==> config.mk <==
export PLATFORM = sky130hd
export DESIGN_NAME = signed_accumulator
export DESIGN_NICKNAME = d
export VERILOG_FILES = /design/src/rtl/signed_accumulator.sv
export SDC_FILE = /design/constraint.sdc
export NUM_CORES = 1
export LEC_CHECK = 0
export ABC_AREA = 1
export CORE_MARGIN = 1
export CORE_UTILIZATION = 35
export CTS_CLUSTER_SIZE = 28
export DETAILED_ROUTE_END_ITERATION = 10
export GPL_TIMING_DRIVEN = 0
export SLEW_MARGIN = 10
export SYNTH_ARGS = -nofsm -noshare
export SYNTH_HDL_FRONTEND = slang
export SYNTH_SLANG_ARGS = --single-unit
==> constraint.sdc <==
create_clock -name clk -period 2.95 [get_ports clk]
set_clock_uncertainty 0.1 [all_clocks]
set_input_delay 0.59 -clock clk [delete_from_list [all_inputs] [get_ports clk]]
set_output_delay 0.59 -clock clk [all_outputs]
set_load 0.1 [all_outputs]
==> src/rtl/signed_accumulator.sv <==
// Signed frame accumulator: sums/subtracts operand beats until in_last, then holds the result for a handshake.
// Optional macro ACC_SAT_EN saturates the accumulator on overflow instead of wrapping.
module signed_accumulator #(
  parameter int WIDTH     = 8,
  parameter int CNT_WIDTH = 8
) (
  input  logic                 clk,
  input  logic                 rst_n,
  input  logic                 clear,
  input  logic                 in_valid,
  output logic                 in_ready,
  input  logic [WIDTH-1:0]     in_data,
  input  logic                 in_sub,
  input  logic                 in_last,
  output logic                 out_valid,
  input  logic                 out_ready,
  output logic [WIDTH-1:0]     out_data,
  output logic                 out_ovf,
  output logic [CNT_WIDTH-1:0] out_count
);

  typedef enum logic {ST_ACC = 1'b0, ST_OUT = 1'b1} state_t;

  state_t                  state_q, state_d;
  logic signed [WIDTH-1:0] acc_q, acc_d;
  logic                    ovf_q, ovf_d;
  logic [CNT_WIDTH-1:0]    cnt_q, cnt_d;

  logic                    accept;
  logic signed [WIDTH-1:0] operand;
  logic signed [WIDTH-1:0] sum;
  logic                    beat_ovf;

  // Largest magnitude of the same sign as the accumulator before the beat.
  function automatic logic signed [WIDTH-1:0] sat_value(input logic neg);
    sat_value = neg ? {1'b1, {(WIDTH-1){1'b0}}} : {1'b0, {(WIDTH-1){1'b1}}};
  endfunction

  // Overflow judged on the operands actually fed to the adder, so subtracting the minimum is caught.
  function automatic logic add_ovf(input logic a_sign, input logic b_sign, input logic s_sign);
    add_ovf = (a_sign == b_sign) && (s_sign != a_sign);
  endfunction

  assign accept   = in_valid & in_ready;
  assign operand  = in_sub ? ~in_data : in_data;
  assign sum      = acc_q + operand + {{(WIDTH-1){1'b0}}, in_sub};
  assign beat_ovf = add_ovf(acc_q[WIDTH-1], operand[WIDTH-1], sum[WIDTH-1]);

  always_ff @(posedge clk or negedge rst_n) begin
    if (!rst_n) begin
      state_q <= ST_ACC;
      acc_q   <= '0;
      ovf_q   <= 1'b0;
      cnt_q   <= '0;
    end else begin
      state_q <= state_d;
      acc_q   <= acc_d;
      ovf_q   <= ovf_d;
      cnt_q   <= cnt_d;
    end
  end

  always_comb begin
    state_d = state_q;
    acc_d   = acc_q;
    ovf_d   = ovf_q;
    cnt_d   = cnt_q;
    if (clear) begin
      state_d = ST_ACC;
      acc_d   = '0;
      ovf_d   = 1'b0;
      cnt_d   = '0;
    end else begin
      case (state_q)
        ST_ACC: begin
          if (accept) begin
`ifdef ACC_SAT_EN
            acc_d = beat_ovf ? sat_value(acc_q[WIDTH-1]) : sum;
`else
            acc_d = sum;
`endif
            ovf_d = ovf_q | beat_ovf;
            if (cnt_q != {CNT_WIDTH{1'b1}}) begin
              cnt_d = cnt_q + 1'b1;
            end
            if (in_last) begin
              state_d = ST_OUT;
            end
          end
        end
        ST_OUT: begin
          if (out_ready) begin
            state_d = ST_ACC;
            acc_d   = '0;
            ovf_d   = 1'b0;
            cnt_d   = '0;
          end
        end
        default: state_d = ST_ACC;
      endcase
    end
  end

  always_comb begin
    in_ready  = (state_q == ST_ACC) & ~clear;
    out_valid = (state_q == ST_OUT);
  end

  assign out_data  = acc_q;
  assign out_ovf   = ovf_q;
  assign out_count = cnt_q;

endmodule

==> impl_results.md <==
* Post-Syn Area at 0.00130 sq mm
* R2R Setup Slk at 1.22 ns
* Die area at 0.00397 sq mm
* Reg2Reg Depth at 8
* Layout Nets at 232
* Pin count of the biggest net entering global routing at 19
* Area delta synth->final at 33.3%
* Synth area leaders: dfrtp_1 35%, nand2_1 15%, ha_1 6.7%
* Top-area cell type share of the netlist area at 0.346
* Worst slack, placed at -0.235 ns
* Status: finished, final reports clean
* Clk slew on worst S/H paths at 0.08 ns
* Final setup fails at 0
* Post-synthesis async set-or-reset flop share at 1.00
* Final period utilization at 0.985
* Syn. warnings at 0
* Starting Density at 0.378
* Port buffer count at 32
* DR vias/cell at 4.88
* Clock Latency Late Sink at between 0.2 and 0.3 ns
* Maximum net fanout on the critical path at 4
* Max Buffers Root-to-Sink at 2
* Total CTS buffers at 3
* Worst Hold Class: reg -> reg
* Fill count at approximately 340
* DRC errors left at 0
* Max_cap viols at 0
* Cell Pwr Density at 610 mW/mm^2
* Ports at 34
* Syn_nets at 195
* Commonest cells in the netlist: 52 x nand2_1, 18 x dfrtp_1, 16 x inv_1
* Via count at 1,239
* CTS tree: done
* Vias in the first global route at 1,152
* Antenna-violating nets left at 0
* Most numerous cell in the Yosys netlist: nand2_1
* Share of layout cells above drive strength 1 at 0.0962
* GP Congestion at 0.858
* H-tree depth at 1
* Global-route wire length before repair at 5.35 mm
* WL per Instance at 12.0 microns
* Starting DRT DRC Count at 39
* Worst VDD drop at about 0.36 mV
* Min cycle time layout at 2.90 ns
* Root Driver: clkbuf_8
* Total grt overflow at 0
* Average size of a mapped cell at 7.57 sq um
* Worst hold stages at 1
* Max Fclk at ~340 MHz
* RSZ-0062 raised after global routing: no
* Setup bufs post-CTS at 0
* Worst hold start: out_data[0]
* Setup WS post-layout at approximately 0.046 ns
* Die Y-Extent at 63.0 microns
* Unique masters post-synth at 31
* Core area at 0.00344 sq mm
* Post-synth EDFFs at 0
* Dpl hpwl at 2.29 mm
* Leakage Power at 0.820 nW
* Register bit count reported by yosys at 18
* Required time of the critical path at 2.26 ns
* End of the worst register-to-register path: out_count[7]
* Clock sinks at 18
* Crit path arrival time at 2.21 ns
* Routed wire length at between 3 and 4 mm
* Worst-margin pin slew at 0.981 ns
* Crit Path Category: in -> out
* Cells after Synth at 172
* Ant diodes at 0
* Post-synthesis sequential area ratio at 0.346
* Endpoints failing hold at 0
* Crit end category: primary output
* Slew HR at 0.344
* Die Wd at ~63 microns
* Worst Setup Start Kind: input port
* Core Rows at 21
* WHS Endpoint: out_data[0]
* Top_reg_cell synth: dfrtp_1
* RR Startpoint: out_count[0]
* Total global routing track utilization at 0.170
* Total chip power at 1.06 mW
* Top cell type by total area after synthesis: dfrtp_1
* Pre-antenna DRT Iters at 4
* Initial antenna violation count at 0
* Max Transition Viols Final at 0
cell usage in the layout, fill, tap and decap left out, types with 2 or more instances in the layout:
master and count:
nand2_1 52, clkdlybuf4s50_1 31, dfrtp_1 18, inv_1 16, nor2_1 12, a21oi_1 9
nand3_1 8, xor2_1 7, o21ai_0 7, ha_1 7, nand4_1 5, clkbuf_8 4
o21ai_1 3, nor3_1 3, inv_2 2, o21ai_2 2, o21bai_1 2, xnor2_1 2
or2_2 2
how the worst max path moves through the flow:
stage | start | cells past startpoint | endpoint | slack, ns
after floorplan | out_valid | 6 | out_count[5] | 0.21
after global placement | clear | 3 | in_ready | -0.23
after detailed placement | clear | 3 | in_ready | -0.24
after CTS | clear | 3 | in_ready | 0.06
after global routing | clear | 3 | in_ready | 0.01
final | clear | 3 | in_ready | 0.05
through the flow:
stage	setup TNS [ns]	std cells	instance area, sq um	hold WS (ns)	util
CTS	0	254	1740	0.408	0.505
global route	0	254	1740	0.422	0.505
floorplan	0	172	1310	0.194	-
global placement	-0.233	250	1680	0.379	0.489
finish	0	254	1740	0.404	0.505
detailed placement	-0.235	250	1680	0.397	0.489
state kept, by name, summed over array words and instances (netlist names):
register   count
out_count      8
out_data       8
out_ovf        1
out_valid      1
critical path: stages:
cell	delay, ns
clkdlybuf4s50_1	0.46
nor2_2	0.27
dlygate4sd2_1	0.89
layout make-up:
cell class | instances | area (sq um) | area share
Multi-Input combinational cell | 133 | 764 | 0.440
Sequential cell | 18 | 450 | 0.259
Timing Repair Buffer | 32 | 319 | 0.184
Inverter | 20 | 82.6 | 0.0476
Tap cell | 46 | 57.6 | 0.0331
Clock buffer | 4 | 55.1 | 0.0317
Buffer | 1 | 7.51 | 0.00432
report_power, final:
group	switching [mW]	internal (mW)	leakage [nW]
Combinational	0.386	0.146	0.548
Sequential	0.0375	0.278	0.243
Clock	0.0937	0.119	0.0288
Total	0.517	0.542	0.820
kinds of logic after synthesis:
logic type	share of synthesized area
fa+ha+maj	0.0826
xor+xnor	0.0605
compound gates	0.141
buf+inv	0.0692
flops	0.346
simple gates	0.301
repair_timing:
| item | in CTS | in global routing |
|---|---|---|
| hold buffers | 0 | 0 |
| endpoints found under the setup margin | 1 | 0 |
| endpoints found under the hold margin | 0 | 0 |
| resized for setup | 1 | 0 |
per-layer routing:
| layer | up-vias | GRT usage | part of all wire |
|---|---|---|---|
| met3 | 4 | 0.0310 | 0.042 |
| met1 | 565 | 0.247 | 0.53 |
| li1 | 641 | - | - |
| met4 | 0 | 0.0698 | 0.017 |
| met5 | - | 0 | 0 |
| met2 | 29 | 0.243 | 0.41 |
No activity file was read; power rests on OpenSTA's default activity.
